===== src/rtl/spi_pkg.sv =====
// ============================================================================
// Module  : spi_pkg
// Brief   : Shared constants and state encoding for the SPI slave.
// Rev     : 1.0
// ============================================================================
`default_nettype none

package spi_pkg;
  localparam int         SPI_BITS          = 8;
  localparam int         CNT_W             = $clog2(SPI_BITS);
  localparam logic [7:0] DEFAULT_IDLE_FILL = 8'hFF;

  typedef enum logic [0:0] {
    ST_IDLE  = 1'b0,
    ST_SHIFT = 1'b1
  } spi_state_t;
endpackage

`default_nettype wire


===== src/rtl/spi_input_sync.sv =====
// ============================================================================
// Module  : spi_input_sync
// Brief   : Multi-flop synchronizer for one pin with rise/fall edge detect.
// Rev     : 1.0
// ============================================================================
`default_nettype none

module spi_input_sync #(
  parameter int   STAGES    = 2,
  parameter logic RESET_VAL = 1'b1
) (
  input  logic CLK,
  input  logic RSTn,
  input  logic din,
  output logic sync,
  output logic rise,
  output logic fall
);

  logic [STAGES-1:0] r_chain;
  logic              r_prev;

  always_ff @(posedge CLK or negedge RSTn) begin
    if (!RSTn) begin
      r_chain <= {STAGES{RESET_VAL}};
      r_prev  <= RESET_VAL;
    end else begin
      r_chain <= {r_chain[STAGES-2:0], din};
      r_prev  <= r_chain[STAGES-1];
    end
  end

  assign sync = r_chain[STAGES-1];
  assign rise = r_chain[STAGES-1] & ~r_prev;
  assign fall = ~r_chain[STAGES-1] & r_prev;

endmodule

`default_nettype wire


===== src/rtl/spi_slave_module.sv =====
// ============================================================================
// Module  : spi_slave_module
// Brief   : Mode-3 SPI slave, oversampled on CLK, single-byte Tx/Rx buffers.
//           Define SPI_SLAVE_OVERRUN_EN to enable the sticky Rx_Overrun flag.
// Rev     : 1.0
// ============================================================================
`default_nettype none

module spi_slave_module
  import spi_pkg::*;
#(
  parameter int         SYNC_STAGES = 2,
  parameter logic [7:0] IDLE_FILL   = DEFAULT_IDLE_FILL
) (
  input  logic       CLK,
  input  logic       RSTn,
  input  logic       SPI_CS,
  input  logic       SPI_SCK,
  input  logic       SPI_MOSI,
  output logic       SPI_MISO,
  output logic       SPI_MISO_En,
  input  logic [7:0] Tx_Data,
  input  logic       Tx_Load,
  output logic       Tx_Ready,
  output logic [7:0] Rx_Data,
  output logic       Rx_Valid,
  input  logic       Rx_Ack,
  output logic       Rx_Overrun
);

  localparam int c_sync_stages = (SYNC_STAGES < 2) ? 2 : SYNC_STAGES;

  logic w_cs_sync, w_cs_rise, w_cs_fall;
  logic w_sck_sync, w_sck_rise, w_sck_fall;
  logic [c_sync_stages-1:0] r_mosi_chain;
  logic w_mosi;

  spi_input_sync #(.STAGES(c_sync_stages), .RESET_VAL(1'b1)) u_cs_sync (
    .CLK(CLK), .RSTn(RSTn), .din(SPI_CS),
    .sync(w_cs_sync), .rise(w_cs_rise), .fall(w_cs_fall)
  );

  spi_input_sync #(.STAGES(c_sync_stages), .RESET_VAL(1'b1)) u_sck_sync (
    .CLK(CLK), .RSTn(RSTn), .din(SPI_SCK),
    .sync(w_sck_sync), .rise(w_sck_rise), .fall(w_sck_fall)
  );

  always_ff @(posedge CLK or negedge RSTn) begin
    if (!RSTn) r_mosi_chain <= '0;
    else       r_mosi_chain <= {r_mosi_chain[c_sync_stages-2:0], SPI_MOSI};
  end
  assign w_mosi = r_mosi_chain[c_sync_stages-1];

  spi_state_t       r_state, w_state_nxt;
  logic [CNT_W-1:0] r_bit_cnt;
  logic             r_wrap;
  logic [7:0]       r_tx_shift;
  logic [6:0]       r_rx_shift;
  logic [7:0]       r_tx_buf;
  logic             r_tx_full;
  logic [7:0]       r_rx_data;
  logic             r_rx_valid;

  logic w_start, w_abort, w_rise, w_fall, w_reload, w_shift, w_done, w_consume;

  always_ff @(posedge CLK or negedge RSTn) begin
    if (!RSTn) r_state <= ST_IDLE;
    else       r_state <= w_state_nxt;
  end

  always_comb begin
    w_state_nxt = r_state;
    case (r_state)
      ST_IDLE:  if (w_cs_fall) w_state_nxt = ST_SHIFT;
      ST_SHIFT: if (w_cs_rise) w_state_nxt = ST_IDLE;
      default:  w_state_nxt = ST_IDLE;
    endcase
  end

  // The first SCK fall of a frame precedes any sample, so it keeps bit 7;
  // a fall after a completed byte reloads for the next back-to-back byte.
  assign w_start   = (r_state == ST_IDLE) && w_cs_fall;
  assign w_abort   = (r_state == ST_SHIFT) && w_cs_rise;
  assign w_rise    = (r_state == ST_SHIFT) && w_sck_rise && !w_cs_rise;
  assign w_fall    = (r_state == ST_SHIFT) && w_sck_fall && !w_sck_sync && !w_cs_rise;
  assign w_reload  = w_start || (w_fall && r_wrap);
  assign w_shift   = w_fall && !r_wrap && (r_bit_cnt != '0);
  assign w_done    = w_rise && (r_bit_cnt == CNT_W'(SPI_BITS - 1));
  assign w_consume = w_reload && r_tx_full;

  always_ff @(posedge CLK or negedge RSTn) begin
    if (!RSTn) begin
      r_bit_cnt  <= '0;
      r_wrap     <= 1'b0;
      r_tx_shift <= 8'hFF;
      r_rx_shift <= '0;
    end else begin
      if (w_start || w_abort) begin
        r_bit_cnt <= '0;
        r_wrap    <= 1'b0;
      end else if (w_rise) begin
        r_bit_cnt  <= r_bit_cnt + 1'b1;
        r_rx_shift <= {r_rx_shift[5:0], w_mosi};
        r_wrap     <= w_done;
      end else if (w_fall) begin
        r_wrap <= 1'b0;
      end

      if (w_reload)     r_tx_shift <= r_tx_full ? r_tx_buf : IDLE_FILL;
      else if (w_shift) r_tx_shift <= {r_tx_shift[6:0], 1'b1};
    end
  end

  always_ff @(posedge CLK or negedge RSTn) begin
    if (!RSTn) begin
      r_tx_buf  <= '0;
      r_tx_full <= 1'b0;
    end else if (w_consume) begin
      r_tx_full <= 1'b0;
    end else if (Tx_Load && !r_tx_full) begin
      r_tx_buf  <= Tx_Data;
      r_tx_full <= 1'b1;
    end
  end

  always_ff @(posedge CLK or negedge RSTn) begin
    if (!RSTn) begin
      r_rx_data  <= '0;
      r_rx_valid <= 1'b0;
    end else begin
      if (w_done) r_rx_data <= {r_rx_shift, w_mosi};
      if (w_done)      r_rx_valid <= 1'b1;
      else if (Rx_Ack) r_rx_valid <= 1'b0;
    end
  end

`ifdef SPI_SLAVE_OVERRUN_EN
  logic r_overrun;
  always_ff @(posedge CLK or negedge RSTn) begin
    if (!RSTn)                                r_overrun <= 1'b0;
    else if (w_done && r_rx_valid && !Rx_Ack) r_overrun <= 1'b1;
    else if (Rx_Ack)                          r_overrun <= 1'b0;
  end
  assign Rx_Overrun = r_overrun;
`else
  assign Rx_Overrun = 1'b0;
`endif

  assign SPI_MISO    = (r_state == ST_SHIFT) ? r_tx_shift[7] : 1'b1;
  assign SPI_MISO_En = ~w_cs_sync;
  assign Tx_Ready    = ~r_tx_full;
  assign Rx_Data     = r_rx_data;
  assign Rx_Valid    = r_rx_valid;

endmodule

`default_nettype wire


===== config.mk =====
export PLATFORM = sky130hd
export DESIGN_NAME = spi_slave_module
export DESIGN_NICKNAME = d
export VERILOG_FILES = /design/src/rtl/spi_pkg.sv /design/src/rtl/spi_input_sync.sv /design/src/rtl/spi_slave_module.sv
export SDC_FILE = /design/constraint.sdc
export NUM_CORES = 1
export LEC_CHECK = 0
export ABC_AREA = 1
export CAP_MARGIN = 20
export CORE_MARGIN = 2
export CORE_UTILIZATION = 55
export CTS_CLUSTER_DIAMETER = 40
export CTS_CLUSTER_SIZE = 30
export DETAILED_ROUTE_END_ITERATION = 10
export GPL_ROUTABILITY_DRIVEN = 0
export HOLD_SLACK_MARGIN = 0.05
export PLACE_DENSITY = 0.8
export SYNTH_ARGS = -nofsm -noshare
export SYNTH_HDL_FRONTEND = slang
export SYNTH_HIERARCHICAL = 1
export SYNTH_SLANG_ARGS = --single-unit

===== constraint.sdc =====
create_clock -name CLK -period 3.6 [get_ports CLK]
set_input_delay 0.54 -clock CLK [delete_from_list [all_inputs] [get_ports CLK]]
set_output_delay 0.54 -clock CLK [all_outputs]
set_load 0.05 [all_outputs]

# Yosys cells after proc, flatten, opt, wreduce, memory -nomap -nowiden
# Cells that the tools add are included.
# totals
regBits	46
input_bits	15
output_inout_bits	13
wordCells	71
# classes
n_addsub	1
n_eq_ne	1
n_mux	16
bitwise	12
n_reduce_logical	27
# op_table
op	count
$mux 8	3
$logic_and 1x1->1	13
$mux 1	10
$not 1->1	8
$reduce_bool 2->1	4
$mux 3	2
$reduce_bool 3->1	2
$and 1x1->1	4
$logic_not 1->1	4
$reduce_and 2->1	2
$add 3x1->3 const B	1
$eq 3x3->1 const B	1
$logic_or 1x1->1	2
$pmux 1 s2	1

# Longest topological paths before layout
# Gate-level depths: netlist of the first run.
# logic_depth
ltp_word	10
depth_mapped	10
mapped_depth_nobuf	10

# Hierarchy
# Netlist of the first run, hierarchy kept.
# by_module_without_submodules
mod	instances	cells_each	area_per_inst_um2	seq_area_each_um2
spi_slave_module	1	198	1805.5	1011.0
spi_input_sync	2	7	93.8	78.8

# Least setup slack after synthesis of the first run
# OpenSTA, ideal clock, no wires.
# synth_path
kind	reg-to-reg
from	reg r_tx_full
to	reg r_tx_buf[1]
setup_time_ns	0.121
arrival_time_ns	1.313
required_ns	3.479
slack_ns	2.165
stages_incl_launch_ff	6
path_buffers	1
period_less_slack_ns	1.435
path_cell_list	dfrtp_1 -> inv_1 -> nand2_1 -> buf_4 -> nor2_1 -> a21oi_1
# synth_between
elab_chain_cells	3
word_cells_on_any_way	5
cone_classes	bitwise: 1; reduce/logical: 4
# synth_lines
element	line	text
start: declaration	spi_slave_module.sv:60	logic r_tx_full;
start signal: assignment	spi_slave_module.sv:117	r_tx_full <= 1'b0;
start signal: assignment	spi_slave_module.sv:119	r_tx_full <= 1'b0;
start signal: assignment	spi_slave_module.sv:122	r_tx_full <= 1'b1;
$logic_not 1->1 / $logic_and 1x1->1 (equally long branches)	spi_slave_module.sv:120, spi_slave_module.sv:89	
$logic_and 1x1->1 / $not 1->1 (equally long branches)	--	
$reduce_and 2->1 (no line) (*)	--	
end signal: assignment	spi_slave_module.sv:121	r_tx_buf <= Tx_Data;
end: declaration	spi_slave_module.sv:59	logic [7:0] r_tx_buf;
# Every way passes the cells marked *; elsewhere a longest branch is shown, timed or not.
# A chain may end at the register's enable or synchronous reset.

# Worst setup path in the final report of the first run
# layout_path
from	reg r_tx_shift[7]
to	out SPI_MISO
# layout_between
elab_chain_cells	1
# layout_lines
element	line	text
start: declaration	spi_slave_module.sv:57	logic [7:0] r_tx_shift;
start signal: assignment	spi_slave_module.sv:109	if (w_reload) r_tx_shift <= r_tx_full ? r_tx_buf : IDLE_FILL;
start signal: assignment	spi_slave_module.sv:110	else if (w_shift) r_tx_shift <= {r_tx_shift[6:0], 1'b1};
$mux 1	spi_slave_module.sv:149	assign SPI_MISO = (r_state == ST_SHIFT) ? r_tx_shift[7] : 1'b1;
end: declaration	spi_slave_module.sv:20	output logic SPI_MISO,
# Every way passes these cells.

==> results summary, run 1 <==
Entering global routing, the biggest net connects 47 pins. The number of antenna diodes in the final layout is 0. In this run, distinct cell masters in the synthesized netlist total 26. The worst setup path is launched from a flip-flop. The die boundary height came out at 64.20 um. The net count after synthesis came out at 230. The worst setup path category is reg -> out.

The wire length after detailed routing came out at 3331 um. The fraction of layout cells with a size suffix above 1 is 0.1983. Including well taps, the total number of placed cells is 279. The number of setup buffers added after CTS is 0. The count of buffers added on input and output ports is 26. The average wire per cell in the routed design is 11.57 um. The detail route stage leaves a number of antenna-violating nets equal to 0. Setup repair after global routing left no endpoint under its margin. The area used by multi-input combinational logic came out at 681.9 sq um. In the layout the commonest cells are nand2_1, dfrtp_1, inv_1. The count of max-cap constraint violations is 0. The number of nets at the end of the flow came out at 259. The footprint of the flip-flops and latches is 1169 sq um. The worst setup path is captured at a primary output. The final hold violation count is 0. The post-layout instance count excluding filler cells came out at 288. The number of antenna violations at the first check in global routing is 0.

The final critical-path share of the clock period is 0.6495. The site row count came out at 21. The clock passes through at most 2 buffers. The detailed placement HPWL came out at 2202 um. The worst setup skew after layout is 0.01503 ns.

The setup TNS is 0 ns. The sequential share of the synthesized area is 0.5863. dfrtp_1 takes more of the synthesized area than any other cell. The number of vias per cell is 4.813. The count of H-tree levels built during CTS is 2.

The clock tree from TritonCTS is done. The static leakage power came out at 0.001174 uW. The highest ir drop seen on vdd is 378.2 uV. The actual slew at the worst max-slew pin is 0.5411 ns. The source-to-sink clock delay at the later pin of the worst-skew pair came out at 0.37 ns.

The worst hold slack across all endpoints is 0.1380 ns. The die covers 4122 sq um. The post-cts hold buffer count came out at 0. Setup violations remaining at the end of the flow were counted as 0. The core area came out at 3416 sq um.

The run finished with clean final reports. The netlist area before placement is 1993 sq um. The number of iterations in the first detailed-routing pass is 4. The tree is rooted in a clkbuf_4.

The worst endpoint required time is 3.06 ns. The aggregate global-route resource usage is 0.1907. The synthesis-to-finish area growth came out at 19.27%. Of all nets on the critical path, the largest fanout is 2. The clock transition at the registers of the reported paths came out at 0.13 ns.

The wire length of the first global-routing pass came out at 5975 um. The per-instance average area after synthesis came out at 9.402 sq um. The count of synthesis-stage warnings from yosys came out at 6. The residual overflow from global routing came out at 0. For this block, the via count after detailed routing is 1386. The upper clock frequency limit came out at 427.7 MHz. The power after layout is 1422 uW. The number of gates resized after cts came out at 0. The number of top-level pins is 28. For the finished layout, the period the worst path requires is 2.338 ns. The initial cell density of the core is 0.5835.

The number of max-slew violations in the final report was 0. In the routed design, unresolved DRC markers number 0. The detailed router's first-iteration violation count came out at 61. The filler cell count in the final layout came out at 267. The via count of the first global-routing pass came out at 1387. The remaining max-slew budget at the tightest pin came out at 0.6392.

The post-synthesis instance total is 212. After synthesis, the cell types taking the most area are dfrtp_1, dfstp_2, nand2_1. The TritonCTS buffer count came out at 5.

The areal power density over the cells is 598.3 nW/um^2. The share of the synthesized area in the top cell type came out at 0.4018. The class of the worst hold path is in -> async.

The library cell used most frequently in the layout, excluding fill and tap cells, is nand2_1. The arrival time of data at the critical path endpoint is 1.80 ns. The CTS sink count is 46.

The chip width is 64.20 um. The flop and latch count out of synthesis is 46.
[power breakdown]
part | internal, uW | total [uW] | leakage [uW] | switching, uW
sequential | 680 | 748 | 0.000557 | 67.7
clock | 134 | 295 | 0.0000446 | 161
combinational | 156 | 380 | 0.000572 | 223
total | 970 | 1420 | 0.00117 | 452
[state kept, by name, summed over array words and instances, names as in the netlist]
name and count:
r_bit_cnt 3, u_cs_sync/r_chain 2, u_sck_sync/r_prev 1, r_tx_full 1, Rx_Data 8, r_wrap 1, u_sck_sync/r_chain 2, r_rx_shift 7
r_state 1, Rx_Valid 1, r_mosi_chain 2, u_cs_sync/r_prev 1, r_tx_buf 8, r_tx_shift 8
[logic make-up after synthesis]
logic type	after synthesis	synth area share
AOI/OAI and AO/OA	24	0.07156
muxes	3	0.01695
adders and majority gates	3	0.01883
other	1	0.001881
DFF	46	0.5863
buffers and inverters	33	0.07155
and+or+nand+nor	102	0.2329
[Yosys cell counts, drive strengths merged]
cell type	n
a21oi	5
buf	4
clkbuf	1
conb	1
dfrtp	32
dfstp	14
ha	3
inv	28
mux2	3
nand2	64
nand3	19
nand3b	1
nor2	13
nor3	1
o21ai	19
or2	4
[final cells by class]
cell class | instances | area share
Sequential cell | 46 | 0.4916
Multi-Input combinational cell | 133 | 0.2868
Timing Repair Buffer | 27 | 0.1189
Inverter | 28 | 0.04526
Clock buffer | 8 | 0.03316
Tap cell | 46 | 0.02421
[final timing paths]
check | from | to | slack (ns) | depth (start not counted)
worst min-delay path | RSTn | r_state$_DFF_PN0_ | 0.14 | 1
worst min register to register | u_cs_sync/r_chain[0]$_DFF_PN1_ | u_cs_sync/r_chain[1]$_DFF_PN1_ | 0.36 | 0
min in group CLK | u_cs_sync/r_chain[0]$_DFF_PN1_ | u_cs_sync/r_chain[1]$_DFF_PN1_ | 0.36 | 0
worst max-delay path | r_tx_shift[7]$_DFFE_PN1P_ | SPI_MISO | 1.26 | 2
worst max register to register | u_cs_sync/r_chain[1]$_DFF_PN1_ | r_bit_cnt[1]$_DFFE_PN0P_ | 1.92 | 8
max in group asynchronous | RSTn | u_cs_sync/r_chain[0]$_DFF_PN1_ | 2.88 | 2
[per-stage QoR]
stage	setup slack, ns	utilization	instance area (sq um)
after global placement	1.681	0.6648	2271
after floorplan	2.165	-	1993
after detailed placement	1.669	0.6648	2271
after CTS	1.252	0.6879	2350
after global routing	1.212	0.6960	2377
final	1.262	0.6960	2377
[layer usage]
metal | vias up | track usage | part of all wire
met5 | - | 0 | 0
met4 | 0 | 0.07979 | 0.018
met3 | 7 | 0.05986 | 0.050
met2 | 31 | 0.2760 | 0.42
met1 | 634 | 0.2673 | 0.51
li1 | 714 | - | -
[worst max-delay path: stages, from the launching register on]
cell             delay (ns)
dfstp_2                0.55
or2_2                  0.10
clkdlybuf4s50_1        0.78
(Power assumes the default switching activity.)
==> run 2: changes to the inputs <==
--- a/config.mk
+++ b/config.mk
@@ -8,13 +8,13 @@
 export ABC_AREA = 1
 export CAP_MARGIN = 20
 export CORE_MARGIN = 2
-export CORE_UTILIZATION = 55
+export CORE_UTILIZATION = 53
 export CTS_CLUSTER_DIAMETER = 40
 export CTS_CLUSTER_SIZE = 30
 export DETAILED_ROUTE_END_ITERATION = 10
 export GPL_ROUTABILITY_DRIVEN = 0
 export HOLD_SLACK_MARGIN = 0.05
-export PLACE_DENSITY = 0.8
+export PLACE_DENSITY = 0.78
 export SYNTH_ARGS = -nofsm -noshare
 export SYNTH_HDL_FRONTEND = slang
 export SYNTH_HIERARCHICAL = 1
==> constraint.sdc (replaced) <==
create_clock -name CLK -period 2.4 [get_ports CLK]
set_input_delay 0.36 -clock CLK [delete_from_list [all_inputs] [get_ports CLK]]
set_output_delay 0.36 -clock CLK [all_outputs]
set_load 0.05 [all_outputs]
==> run 2 against run 1 <==
Sequential share of layout area is 0.10 points higher. Cell count is 0.69% higher. Sequential power is 51% higher. Flip-flop and latch count stayed put. Worst setup slack worse by 0.93 ns. Critical path type unchanged. Largest cell class unchanged.
==> results summary, run 2 (synthesized netlist as in run 1, its figures left out) <==
Status: finished, final reports clean (unchanged). The startpoint of the worst-slack reg-to-reg timing path is u_cs_sync/r_chain[1]$_DFF_PN1_ (unchanged). Static timing analysis puts the maximum clock frequency at 483.1 MHz. The via count of the routed design came out at 1398 (was 1386).

The timing startpoint of the critical path is r_tx_shift[7]$_DFFE_PN1P_ (unchanged). The DRC violations left was 0 (unchanged). The aggregate global-route resource usage was 0.1915 (was 0.1907). The number of max-slew violations in the final report came to 0 (unchanged).

The clock transition at the registers of the reported paths came out at 0.08 ns (was 0.13 ns). The detailed router's first-iteration violation count was 91 (was 61). The final hold violation count is 0 (unchanged). The die boundary height is 65.33 um (was 64.20 um). The routed design could run at a clock period as short as 2.070 ns. The worst hold slack across all endpoints is 0.1199 ns (was 0.1380 ns). The number of nets with antenna violations after routing was 0 (unchanged).

The worst-case clock buffer depth is 2 (unchanged). The TritonCTS buffer count came to 5 (unchanged). The final critical-path share of the clock period came out at 0.8625. The count of max-cap constraint violations was 0 (unchanged).

The detailed placement HPWL is 2376 um (was 2202 um). The smallest setup slack after layout came out at 0.3300 ns (was 1.262 ns). The post-cts hold buffer count came out at 0 (unchanged).

The number of endpoints failing setup at the final stage is 0 (unchanged). The actual slew at the worst max-slew pin was 0.5463 ns (was 0.5411 ns). The wire length of the first global-routing pass came out at 6134 um (was 5975 um). The largest fanout on the critical path was 2 (unchanged). The setup TNS came to 0 ns (unchanged). The class of the worst hold path is in -> async (unchanged). The source-to-sink clock delay at the later pin of the worst-skew pair is 0.30 ns (was 0.37 ns). The arrival time of data at the critical path endpoint came out at 1.71 ns (was 1.80 ns). The number of antenna cells inserted is 0 (unchanged).

The chip width came out at 65.33 um (was 64.20 um). The number of setup buffers added after CTS came to 0 (unchanged). The floorplan die area came out at 4267 sq um (was 4122 sq um). The static leakage power is 0.001170 uW (was 0.001174 uW). The commonest non-fill, non-tap cell in the layout was nand2_1 (unchanged). The type of destination of the critical path is a primary output (unchanged). The number of nets at the end of the flow is 259 (unchanged). The total of buffers placed on input and output ports is 26 (unchanged). The highest ir drop seen on vdd is 573.1 uV (was 378.2 uV). The worst endpoint required time came out at 2.04 ns (was 3.06 ns).

The setup slack at placement is 0.6524 ns (was 1.669 ns). The residual overflow from global routing came out at 0 (unchanged). Unrepaired setup endpoints after global routing: no (unchanged). The worst setup skew after layout came out at 0.007623 ns (was 0.01503 ns). The type of origin of the critical path is a flip-flop (unchanged). The number of vias per cell is 4.821 (was 4.813).

The clock root buffer is clkbuf_8 (was clkbuf_4). Most frequent cells in the layout: nand2_1, dfrtp_1, inv_1 (unchanged). The via count of the first global-routing pass is 1422 (was 1387). The CTS sink count came to 46 (unchanged).

The remaining max-slew budget at the tightest pin came out at 0.6358 (was 0.6392). The initial cell density of the core came to 0.5486 (was 0.5835). The synthesis-to-finish area growth is 19.02% (was 19.27%). The site row count is 22 (was 21). The fraction of layout cells with a size suffix above 1 came out at 0.1942 (was 0.1983).

The core area came out at 3633 sq um (was 3416 sq um). The number of gates resized after cts is 0 (unchanged). The count of H-tree levels built during CTS is 2 (unchanged). The worst setup path category was reg -> out (unchanged). The areal power density over the cells came out at 916.9 nW/um^2 (was 598.3 nW/um^2). The number of iterations in the first detailed-routing pass came out at 4 (unchanged). The average wire per cell in the routed design is 11.68 um (was 11.57 um). The number of top-level pins came to 28 (unchanged). The maximum number of pins on one net before global-route repair is 47 (unchanged). The filler cell count in the final layout came out at 322 (was 267). The number of antenna violations at the first check in global routing came out at 0 (unchanged). The clock tree from TritonCTS is done (unchanged). The wire length after detailed routing is 3388 um (was 3331 um).
==> run 2: cell count changes in the layout (fill, tap and decap cells not counted), sizes merged <==
cell / change
clkbuf: -1
clkinv: +1
==> run 2: metal layers <==
metal  GRT usage  routed length [um]  vias up  part of all wire
li1            -                   -      712                 -
met1      0.2474                1615      653              0.48
met2      0.3061                1563       26              0.46
met3     0.03082                 123        7             0.036
met4      0.1120                  86        0             0.025
met5           0                   0        -                 0
==> run 2: final timing paths <==
| check | cells past startpoint | end | slack (ns) |
|---|---|---|---|
| setup reg to reg | 8 | r_bit_cnt[2]$_DFFE_PN0P_ | 0.75 |
| hold / removal | 2 | Rx_Data[5]$_DFFE_PN0P_ | 0.12 |
| max in group asynchronous | 2 | u_sck_sync/r_prev$_DFF_PN1_ | 1.89 |
| hold reg to reg | 0 | r_mosi_chain[1]$_DFF_PN0_ | 0.36 |
| min in group CLK | 0 | r_mosi_chain[1]$_DFF_PN0_ | 0.36 |
| setup / recovery | 2 | SPI_MISO | 0.33 |
==> run 2: worst max-delay path, stage by stage, from the launching register on <==
cell             delay (ns)
dfstp_2                0.53
or2_2                  0.10
clkdlybuf4s50_1        0.78
==> run 2: metrics by stage <==
step	power (uW)	cell area [sq um]	instances	utilization
CTS	2192	2372	290	0.6529
finish	2175	2372	290	0.6529
global placement	1677	2281	282	0.6278
detailed placement	1706	2281	282	0.6278
floorplan	1548	1993	212	-
global route	2332	2372	290	0.6529
==> run 2: cell type report <==
class	count	area, sq um	share of cell area
Clock buffer	7	86.33	0.03639
Sequential cell	46	1169	0.4926
Timing Repair Buffer	27	262.8	0.1108
Inverter	28	107.6	0.04536
Tap cell	48	60.06	0.02532
Multi-Input combinational cell	133	681.9	0.2874
Clock inverter	1	5.005	0.002110
==> run 2: power by group <==
group	leakage [uW]	total, uW	switching, uW	internal (uW)
Combinational	0.000565	570	339	231
Clock	0.0000482	480	247	232
Sequential	0.000557	1130	104	1020
Total	0.00117	2180	690	1490
==> run 3: changes to the inputs <==
--- a/config.mk
+++ b/config.mk
@@ -7,14 +7,14 @@
 export LEC_CHECK = 0
 export ABC_AREA = 1
 export CAP_MARGIN = 20
-export CORE_MARGIN = 2
-export CORE_UTILIZATION = 53
+export CORE_MARGIN = 1
+export CORE_UTILIZATION = 50
 export CTS_CLUSTER_DIAMETER = 40
 export CTS_CLUSTER_SIZE = 30
 export DETAILED_ROUTE_END_ITERATION = 10
 export GPL_ROUTABILITY_DRIVEN = 0
 export HOLD_SLACK_MARGIN = 0.05
-export PLACE_DENSITY = 0.78
+export PLACE_DENSITY = 0.74
 export SYNTH_ARGS = -nofsm -noshare
 export SYNTH_HDL_FRONTEND = slang
 export SYNTH_HIERARCHICAL = 1
==> run 3 against run 2 <==
Count of clock-buffer cells in the layout stayed put. Clock power down 2%. Power is 0.87% lower. Design area grew 0.32%. Sequential power hardly changed. Largest cell class unchanged.
==> results summary, run 3 (synthesized netlist as in run 1, its figures left out) <==
The TritonCTS buffer count came out at 5 (unchanged). List of cells traversed by the critical path: inv_1 -> clkdlybuf4s50_1 (was or2_2 -> clkdlybuf4s50_1). The number of gates resized after cts is 0 (unchanged). The commonest non-fill, non-tap cell in the layout was nand2_1 (unchanged). Unrepaired setup endpoints after global routing: no (unchanged). The wire length after detailed routing came out at 3220 um (was 3388 um). The highest ir drop seen on vdd is 630.5 uV (was 573.1 uV). Most frequent cells in the layout: nand2_1, dfrtp_1, inv_1 (unchanged). The clock root buffer is clkbuf_8 (unchanged). The worst setup skew after layout came out at 0.006729 ns (was 0.007623 ns). The cell with the biggest individual delay on the critical path is clkdlybuf4s50_1 (unchanged).

The final hold violation count is 0 (unchanged). The source-to-sink clock delay at the later pin of the worst-skew pair came to 0.29 ns (was 0.30 ns). The CTS sink count came out at 46 (unchanged).

The number of vias per cell is 4.787 (was 4.821). The count of H-tree levels built during CTS is 2 (unchanged). The number of nets at the end of the flow came out at 260 (was 259). The arrival time of data at the critical path endpoint came out at 1.70 ns (was 1.71 ns). The die boundary height came out at 65.14 um (was 65.33 um). The worst endpoint required time came out at 2.04 ns (about the same). The largest fanout on the critical path came out at 6 (was 2).

The total of buffers placed on input and output ports is 26 (unchanged). The number of top-level pins is 28 (unchanged). The number of nets with antenna violations after routing is 0 (unchanged). The actual slew at the worst max-slew pin came out at 0.8136 ns (was 0.5463 ns). The fraction of layout cells with a size suffix above 1 came out at 0.1975 (was 0.1942). The power after layout is 2156 uW (was 2175 uW).

The via count of the routed design came out at 1393 (was 1398). The synthesis-to-finish area growth was 19.40% (was 19.02%). The worst setup path category is reg -> out (unchanged). The initial cell density of the core was 0.5324 (was 0.5486). The maximum number of pins on one net before global-route repair is 40 (was 47).

The instance area at placement came out at 2288 sq um (was 2281 sq um). The type of destination of the critical path is a primary output (unchanged). The upper clock frequency limit is 484.6 MHz (was 483.1 MHz). The number of antenna cells inserted came out at 0 (unchanged). The detailed placement HPWL is 2280 um (was 2376 um). The number of max-slew violations in the final report is 0 (unchanged). The class of the worst hold path was in -> async (unchanged).

The detailed router's first-iteration violation count is 46 (was 91). The clock tree from TritonCTS is done (unchanged). The number of antenna violations at the first check in global routing came out at 0 (unchanged). The number of iterations in the first detailed-routing pass was 4 (unchanged). The core area is 3744 sq um (was 3633 sq um). The setup TNS is 0 ns (unchanged). The final period demand of the worst path came out at 2.063 ns (was 2.070 ns). The count of max-cap constraint violations came out at 0 (unchanged). The residual overflow from global routing is 0 (unchanged).

The areal power density over the cells is 906.1 nW/um^2 (was 916.9 nW/um^2). The static leakage power came to 0.001175 uW (was 0.001170 uW). The number of setup buffers added after CTS is 0 (unchanged). The DRC violations left is 0 (unchanged). The aggregate global-route resource usage came out at 0.1884 (was 0.1915). The via count of the first global-routing pass is 1327 (was 1422). The floorplan die area came to 4243 sq um (was 4267 sq um). The wire length of the first global-routing pass was 5975 um (was 6134 um). The post-cts hold buffer count is 0 (unchanged).

The number of endpoints failing setup at the final stage came out at 0 (unchanged). The remaining max-slew budget at the tightest pin is 0.4576 (was 0.6358). The filler cell count in the final layout came out at 325 (was 322). The clock transition at the registers of the reported paths is 0.08 ns (about the same). Status: finished, final reports clean (unchanged). The type of origin of the critical path is a flip-flop (unchanged). The highest cell delay on the worst timing path is 0.82 ns (was 0.78 ns).

The final critical-path share of the clock period is 0.8598 (was 0.8625). The average wire per cell in the routed design came out at 11.07 um (was 11.68 um). The site row count is 22 (unchanged).

The worst-case clock buffer depth was 2 (unchanged). The chip width is 65.14 um (was 65.33 um). The final non-filler cell area is 2380 sq um (was 2372 sq um).
==> run 3: cell count changes in the layout (fill, tap and decap cells not counted), sizes merged <==
cell / delta
buf: +1
==> run 3: where the power goes <==
group          total (uW)  internal (uW)  leakage (uW)  switching [uW]
clock                 471            232     0.0000482             239
combinational         567            233      0.000569             334
sequential           1120           1020      0.000557            97.6
==> run 3: area by class of cell <==
class	count	area [sq um]	area share
inverters	28	107.6	0.04522
well taps	48	60.06	0.02524
repair buffers	28	270.3	0.1136
multi-input cells	133	681.9	0.2865
clock buffers	7	86.33	0.03628
clock inverters	1	5.005	0.002103
flip-flops and latches	46	1169	0.4911
==> run 3: path summary, 6_finish.rpt <==
path	start	to	slack (ns)	cells after the start
worst max-delay path	r_tx_full$_DFFE_PN0P_	Tx_Ready	0.34	2
worst min-delay path	RSTn	r_rx_shift[3]$_DFFE_PN0P_	0.15	1
worst max register to register	u_cs_sync/r_chain[1]$_DFF_PN1_	r_bit_cnt[2]$_DFFE_PN0P_	0.76	8
worst min register to register	r_mosi_chain[0]$_DFF_PN0_	r_mosi_chain[1]$_DFF_PN0_	0.35	0
max in group asynchronous	RSTn	r_tx_shift[0]$_DFFE_PN1P_	1.56	2
min in group CLK	r_mosi_chain[0]$_DFF_PN0_	r_mosi_chain[1]$_DFF_PN0_	0.35	0
==> run 3: critical path: cells and delay by family, from the launching register on <==
family	cells	cell delay (ns)
flip-flops	1	0.43
buffers and inverters	2	0.98
==> run 3: routing by layer <==
layer	up-vias	routed length [um]	global-route usage
li1	715	-	-
met1	642	1657	0.2611
met2	29	1343	0.2747
met3	7	161	0.05208
met4	0	57	0.08967
met5	-	0	0
==> run 3: through the flow <==
step           hold slack, ns  utilization  setup WS (ns)  instances
6_report               0.1546       0.6357         0.3366        291
5_1_grt                0.2203       0.6357         0.2679        291
4_1_cts                0.1774       0.6357         0.3197        291
3_5_place_dp           0.3347       0.6113         0.6493        283
3_3_place_gp           0.3369       0.6113         0.6611        283
2_1_floorplan         0.06441            -         0.9653        212
